$ cat src/rtl/bus_master_rr.sv
// bus_master_rr: multi-port word-access master. A round-robin arbiter picks one
// pending client request at a time and drives it onto a single Avalon-MM master,
// with an optional wait-state timeout that aborts a stalled access.
module bus_master_rr #(
  parameter int unsigned PORTS   = 2,
  parameter int unsigned ADDR_W  = 30,
  parameter int unsigned DATA_W  = 32,
  parameter int unsigned TIMEOUT = 0
) (
  input  logic                    clk,
  input  logic                    rst_n,
  input  logic [PORTS*ADDR_W-1:0] port_addr,
  input  logic [PORTS*DATA_W-1:0] port_data_wr,
  input  logic [PORTS-1:0]        port_write,
  input  logic [PORTS-1:0]        port_start,
  output logic [PORTS*DATA_W-1:0] port_data_rd,
  output logic [PORTS-1:0]        port_ready,
  output logic [PORTS-1:0]        port_err,
  output logic [31:0]             avl_address,
  output logic                    avl_read,
  output logic                    avl_write,
  output logic [DATA_W-1:0]       avl_writedata,
  output logic [DATA_W/8-1:0]     avl_byteenable,
  input  logic [DATA_W-1:0]       avl_readdata,
  input  logic                    avl_waitrequest
);

  localparam int unsigned IdxW = (PORTS > 1) ? $clog2(PORTS) : 1;
  // With the timeout disabled the counter is a harmless 1-bit stub.
  localparam int unsigned CntW = (TIMEOUT > 0) ? $clog2(TIMEOUT + 1) : 1;
  localparam logic [CntW-1:0] CntLimit = CntW'(TIMEOUT);
  localparam logic [IdxW-1:0] LastPort = IdxW'(PORTS - 1);

  typedef enum logic [1:0] {StIdle, StAccess, StDone} state_e;

  state_e state_q, state_d;

  // Per-port request registers
  logic [PORTS-1:0]        pend_q, pend_d, pend_clr;
  logic [PORTS*ADDR_W-1:0] req_addr_q, req_addr_d;
  logic [PORTS*DATA_W-1:0] req_data_q, req_data_d;
  logic [PORTS-1:0]        req_write_q, req_write_d;

  // Arbitration and access tracking
  logic [IdxW-1:0] rr_q, rr_d;
  logic [IdxW-1:0] grant_q, grant_d;
  logic [CntW-1:0] wait_cnt_q, wait_cnt_d;
  logic            sel_valid;
  logic [IdxW-1:0] sel_idx;

  // Registered outputs
  logic [31:0]             avl_address_q, avl_address_d;
  logic                    avl_read_q, avl_read_d;
  logic                    avl_write_q, avl_write_d;
  logic [DATA_W-1:0]       avl_writedata_q, avl_writedata_d;
  logic [PORTS-1:0]        ready_q, ready_d;
  logic [PORTS-1:0]        err_q, err_d;
  logic [PORTS*DATA_W-1:0] data_rd_q, data_rd_d;

  // Capture a start on a free port; a port being retired this cycle counts as free.
  always_comb begin
    pend_d      = pend_q;
    req_addr_d  = req_addr_q;
    req_data_d  = req_data_q;
    req_write_d = req_write_q;
    for (int i = 0; i < PORTS; i++) begin
      if (pend_clr[i]) begin
        pend_d[i] = 1'b0;
      end
      if (port_start[i] && (!pend_q[i] || pend_clr[i])) begin
        pend_d[i]                        = 1'b1;
        req_addr_d[i*ADDR_W +: ADDR_W]   = port_addr[i*ADDR_W +: ADDR_W];
        req_data_d[i*DATA_W +: DATA_W]   = port_data_wr[i*DATA_W +: DATA_W];
        req_write_d[i]                   = port_write[i];
      end
    end
  end

  // Round-robin pick: first pending port at or after the priority pointer.
  always_comb begin : arb
    int unsigned cand;
    cand      = 0;
    sel_valid = 1'b0;
    sel_idx   = '0;
    for (int unsigned k = 0; k < PORTS; k++) begin
      cand = (32'(rr_q) + k) % PORTS;
      if (!sel_valid && pend_q[IdxW'(cand)]) begin
        sel_valid = 1'b1;
        sel_idx   = IdxW'(cand);
      end
    end
  end

  // FSM next-state, Avalon drive, completion and wait-state timeout.
  always_comb begin
    state_d         = state_q;
    grant_d         = grant_q;
    rr_d            = rr_q;
    wait_cnt_d      = wait_cnt_q;
    avl_address_d   = avl_address_q;
    avl_read_d      = avl_read_q;
    avl_write_d     = avl_write_q;
    avl_writedata_d = avl_writedata_q;
    ready_d         = '0;
    err_d           = '0;
    data_rd_d       = data_rd_q;
    pend_clr        = '0;

    case (state_q)
      StIdle: begin
        if (sel_valid) begin
          grant_d         = sel_idx;
          avl_address_d   = 32'({req_addr_q[sel_idx*ADDR_W +: ADDR_W], 2'b00});
          avl_writedata_d = req_data_q[sel_idx*DATA_W +: DATA_W];
          avl_read_d      = ~req_write_q[sel_idx];
          avl_write_d     = req_write_q[sel_idx];
          wait_cnt_d      = '0;
          state_d         = StAccess;
        end
      end
      StAccess: begin
        if (!avl_waitrequest) begin
          avl_read_d  = 1'b0;
          avl_write_d = 1'b0;
          if (avl_read_q) begin
            data_rd_d[grant_q*DATA_W +: DATA_W] = avl_readdata;
          end
          ready_d[grant_q] = 1'b1;
          state_d          = StDone;
        end else if ((TIMEOUT != 0) && (wait_cnt_q == CntLimit)) begin
          avl_read_d       = 1'b0;
          avl_write_d      = 1'b0;
          ready_d[grant_q] = 1'b1;
          err_d[grant_q]   = 1'b1;
          state_d          = StDone;
        end else if (wait_cnt_q != '1) begin
          wait_cnt_d = wait_cnt_q + 1'b1;
        end
      end
      StDone: begin
        // ready is visible this cycle; retire the request and rotate priority
        pend_clr[grant_q] = 1'b1;
        rr_d              = (grant_q == LastPort) ? '0 : grant_q + 1'b1;
        state_d           = StIdle;
      end
      default: state_d = StIdle;
    endcase
  end

  // State registers with synchronous active-low reset.
  always_ff @(posedge clk) begin
    if (!rst_n) begin
      state_q         <= StIdle;
      pend_q          <= '0;
      req_addr_q      <= '0;
      req_data_q      <= '0;
      req_write_q     <= '0;
      rr_q            <= '0;
      grant_q         <= '0;
      wait_cnt_q      <= '0;
      avl_address_q   <= '0;
      avl_read_q      <= 1'b0;
      avl_write_q     <= 1'b0;
      avl_writedata_q <= '0;
      ready_q         <= '0;
      err_q           <= '0;
      data_rd_q       <= '0;
    end else begin
      state_q         <= state_d;
      pend_q          <= pend_d;
      req_addr_q      <= req_addr_d;
      req_data_q      <= req_data_d;
      req_write_q     <= req_write_d;
      rr_q            <= rr_d;
      grant_q         <= grant_d;
      wait_cnt_q      <= wait_cnt_d;
      avl_address_q   <= avl_address_d;
      avl_read_q      <= avl_read_d;
      avl_write_q     <= avl_write_d;
      avl_writedata_q <= avl_writedata_d;
      ready_q         <= ready_d;
      err_q           <= err_d;
      data_rd_q       <= data_rd_d;
    end
  end

  assign port_data_rd   = data_rd_q;
  assign port_ready     = ready_q;
  assign port_err       = err_q;
  assign avl_address    = avl_address_q;
  assign avl_read       = avl_read_q;
  assign avl_write      = avl_write_q;
  assign avl_writedata  = avl_writedata_q;
  assign avl_byteenable = '1;

endmodule

$ cat config.mk
export PLATFORM = sky130hd
export DESIGN_NAME = bus_master_rr
export DESIGN_NICKNAME = d
export VERILOG_FILES = /design/src/rtl/bus_master_rr.sv
export SDC_FILE = /design/constraint.sdc
export NUM_CORES = 1
export LEC_CHECK = 0
export CORE_ASPECT_RATIO = 2
export CORE_MARGIN = 3
export CORE_UTILIZATION = 42
export CTS_CLUSTER_DIAMETER = 80
export DETAILED_ROUTE_END_ITERATION = 12
export PLACE_DENSITY = 0.76
export SYNTH_ARGS = -nofsm -noshare
export SYNTH_HDL_FRONTEND = slang
export SYNTH_SLANG_ARGS = --single-unit
$ cat constraint.sdc
create_clock -name clk -period 1.45 [get_ports clk]
set_input_delay 0.435 -clock clk [delete_from_list [all_inputs] [get_ports clk]]
set_output_delay 0.435 -clock clk [all_outputs]
set_load 0.03 [all_outputs]
After elaboration in Yosys (flattened, before gate mapping):

Cells that the tools add are included.

* register bits after elaboration: 262
* input bits: 163
* output and inout bits: 138

* $add $sub $neg: 3
* multiply operators: 1
* magnitude comparators: 5
* eq/ne operators: 4
* shift-type cells: 4
* multiplexer cells: 27
* bitwise operators: 4
* reduce and logical (&&, ||, !) cells: 18

Operator list (count)
* bitwise mux 64 bit: 1
* variable shift 32 x 34 -> 64 bit (first input constant): 1
* indexed part select 32 x 34 -> 64 bit: 1
* indexed part select 64 x 7 -> 32 bit: 1
* indexed part select 60 x 7 -> 30 bit: 1
* negation 6 -> 34 bit: 1
* two-way mux 1 bit: 19
* less-than comparator 1 x 2 -> 1 bit (second input constant): 4
* two-way mux 2 bit: 3
* AND reduction 3 bit: 2
* nonzero test 2 bit: 3
* multiplier 1 x 4 -> 5 bit (second input constant): 1
* logical AND 1 bit: 4
* != test 2 bit (second input constant): 2
* inverter 1 bit: 4
* case mux 1 bit (2 select lines): 2
* case mux 2 bit (2 select lines): 1
* AND reduction 2 bit: 2
* zero test 1 bit: 3
* OR reduction 3 bit: 1
* adder 1 bit (second input constant): 2
* == test 2 x 1 -> 1 bit (second input constant): 1
* == test 2 bit (second input constant): 1
* zero test 2 bit: 1
* 3 further kinds: 4

Longest topological paths before layout:

* depth after elaboration: 11
* mapped depth: 6
* depth with buffers taken out: 4

Worst setup path before layout:

Ideal clock, no wire load.

* kind: reg2reg
* start: reg state_q[1]
* end: reg req_addr_q[21]
* setup time: 129 ps
* arrival: 1255 ps
* required time: 1321 ps
* slack: 66 ps
* stages on the path, launching flop included: 7
* buffers on the path: 2
* period minus slack after synthesis: 1384 ps
* cells stage by stage: dfxtp_1 nor3b_4 o21ai_2 buf_4 buf_6 nand3_1 o21ai_0

* word-level cells in the longest chain between the ends: 4

Ends and longest elaborated chain
* start, declared: line 36 `state_e state_q, state_d;`
* start signal, assigned: line 153 `state_q <= StIdle;`
* start signal, assigned: line 169 `state_q <= state_d;`
* == test 2 bit: line 109 `case (state_q)`
* two-way mux 2 bit: line 109
* logical OR 1 bit: line 70 `if (port_start[i] && (!pend_q[i] || pend_clr[i])) begin`
* logical AND 1 bit: line 70
* end signal, assigned: line 171 `req_addr_q <= req_addr_d;`
* end, declared: line 40 `logic [PORTS*ADDR_W-1:0] req_addr_q, req_addr_d;`

No other way between the ends.
A chain may end at the register's enable or synchronous reset.

Worst setup path after layout:

* start: reg avl_address_q[22] (netlist: avl_address[22])
* end: out avl_address[22]

RTL lines
* start, declared: line 52 `logic [31:0] avl_address_q, avl_address_d;`
* start signal, assigned: line 177 `avl_address_q <= avl_address_d;`
* end, declared: line 19 `output logic [31:0] avl_address,`

No word-level cell between the ends.

==> summary.txt <==
Synth
  • Synthesized instance count: 1137
  • Share of the synthesized area in the top cell type: 0.535
  • Yosys cell types: 31
  • FF+latch count, synth: 262
  • Dominant cells by area after synthesis: dfxtp_1 53%, nand3_1 9.7%, o21ai_0 9.0%
  • Synth Cell Area: 9810 um2
  • Sequential share of the synthesized area: 0.535
  • Cell taking the most area after synthesis: dfxtp_1
  • Most common cell in the netlist: dfxtp_1
  • Ys async rst share: 0
  • EDFF count, synth: 0
  • Synth cell count leaders: 262 x dfxtp_1, 190 x nand3_1, 177 x o21ai_0, 160 x nand2_1, 76 x o21ai_1
  • Post-Syn Area per Cell: 8.63 um2
  • Ys Warns: 0
  • Main synth FF type: dfxtp_1

Worst setup path
  • Crit Path Class: reg -> out
  • Reg2reg setup slack: -0.03 ns
  • CP Launch Type: register
  • Crit path cell chain: buf_6
  • Peak fanout along the critical path: 2
  • WP buf/inv: 1
  • Required time worst endpoint: 1.02 ns
  • Crit-path max cell delay: 0.37 ns
  • Worst EP arrival: 1.04 ns
  • Critical-path top delay cell: dfxtp_2
  • CP delay by family, top: flip-flops
  • Crit. End Element: output pin

Routing
  • First-pass DRT Iterations: 5
  • Drt total wl: 32600 um
  • Detailed Route Iter0 Violations: 750
  • Avg WL per Cell: 19.0 um
  • Antenna Nets Post-Route: 0
  • Vias per cell: 5.45
  • DR DRC count: 0
  • Via Count: 9388

GRT
  • Initial antenna violation count: 6
  • Number of global-route vias before repair: 8857
  • Largest net degree at the start of global routing: 90
  • First-pass GRT wire length: 45300 um
  • Total global routing overflow: 0
  • Global Route Usage Sum: 0.220

Pwr
  • Part of the power in the clock network: 0.365
  • Int Power: 13.0 mW
  • Psw: 4.79 mW
  • Comb pwr share: 0.183
  • Total power: 17.8 mW
  • Switching share of power: 0.269
  • Worst VDD drop: 1.41 mV
  • Leak: 6.10 nW
  • Sequential share of power: 0.452
  • PD cells: 1170 nW/um2

Die
  • Total die area: 25300 um2
  • Core area: 22800 um2
  • # rows: 78
  • Die span in y: 222 um
  • Initial Utilization: 0.430
  • IO Pins: 301
  • Die Width: 114 um

Cells and area
  • Fillers: 1772
  • Layout cells sized above 1: 0.289
  • Syn-to-layout area delta: 54.7%
  • Fin cells: 1721
  • Final core utilization: 0.664
  • Nets: 1583

Timing
  • Period utilisation layout: 1.02
  • Hold WS: 0.259 ns
  • RSZ-0062 raised after global routing: yes
  • Final hold viol count: 0
  • # setup viols final: 20
  • Fin crit period: 1.48 ns
  • Max Slew Vio Count: 0
  • Final WS setup: -0.0270 ns
  • Clock skew: 0.0272 ns
  • Max Clk Rate: 677 MHz

Clock network
  • CTS root buf: clkbuf_16
  • H-tree depth: 1
  • Clk pin slew, worst setup/hold paths: 0.06 ns
  • Max Root-Sink Buffers: 3
  • CTS Sinks: 262
  • Clock buffers created by TritonCTS: 24
  • Worst skew pair latency: 0.53 ns
  • TritonCTS clock tree: yes

Placement
  • Hpwl dp: 19900 um
  • Cells after DPL: 1637
  • Port Buf Inserts: 292
  • Final GP Congestion: 0.805
  • Worst slack at placement: -0.466 ns

Worst hold path
  • HP Class: in -> reg

Outcome
  • Failing checks: negative setup slack
  • Status: complete, but fails checks

Job
  • Max Cap Violations: 0
-- power by group through the flow --
stage | sequential [mW] | combinational, mW | clock [mW]
6_report | 8.03 | 3.26 | 6.49
5_1_grt | 8.08 | 3.47 | 6.86
4_1_cts | 8.02 | 3.02 | 6.59
3_5_place_dp | 8.10 | 2.88 | 0
3_3_place_gp | 8.08 | 2.85 | 0
2_1_floorplan | 8.46 | 1.07 | 0
-- per-stage QoR --
step / TNS [ns] / instance area (um2)
floorplan: 0 / 9830
global placement: -48.72 / 13200
detailed placement: -57.66 / 13200
CTS: -0.820 / 14500
global route: -4.84 / 15200
finish: -0.199 / 15200
-- per-layer routing --
layer / wire length, um / part of all wire / vias up / GRT usage
met3: 1820 / 0.056 / 116 / 0.0333
met4: 2020 / 0.062 / 0 / 0.131
li1: - / - / 4503 / -
met2: 17400 / 0.53 / 384 / 0.405
met5: 0 / 0 / - / 0
met1: 11400 / 0.35 / 4385 / 0.229
-- cells in the final DEF, fill, tap and decap left out, types with 61 or more instances in the layout --
master,n
a21oi_1,65
nand3_1,167
dfxtp_1,129
o21ai_0,150
mux2i_1,61
nand2_1,159
o21ai_1,98
dfxtp_2,129
buf_6,114
clkdlybuf4s50_1,160
-- state kept, by name (all words and copies together), names as in the netlist --
signal and count:
avl_writedata 32, avl_read 1, grant_q 1, req_addr_q 60
rr_q 1, req_data_q 64, pend_q 2, req_write_q 2
avl_address 30, state_q 2, avl_write 1, port_data_rd 64
port_ready 2
-- area by class of cell --
type                    count  area, um2  area share
repair buffers            364       4360       0.287
flip-flops and latches    262       5420       0.357
clock buffers              32        691      0.0455
inverters                   4       15.0    0.000990
diodes                      6       15.0    0.000990
clock inverters             9        115     0.00759
multi-input cells         764       4210       0.277
well taps                 280        350      0.0231
-- path summary, 6_finish.rpt --
path | start | endpoint | cells past startpoint
max | avl_address[22] | avl_address[22] | 1
min reg2reg | req_data_q[57] | req_data_q[57] | 2
max reg2reg | state_q[0] | req_addr_q[10] | 7
min | rst_n | port_data_rd[19] | 3
-- cells by family after synthesis --
family          share of synthesized area
compound gates                      0.170
buf+inv                            0.0587
flops                               0.535
mux                                0.0633
other cells                      0.000766
simple gates                        0.173
-- repair_timing --
item                                    in CTS  in global routing
buffers inserted                             9                 14
gates resized for setup                    548                 82
endpoints found under the setup margin     249                251
cloned                                       1                 15
hold buffers                                 0                  0
pin swaps                                    1                 18
Note: power is estimated with default switching activity, not from simulation.
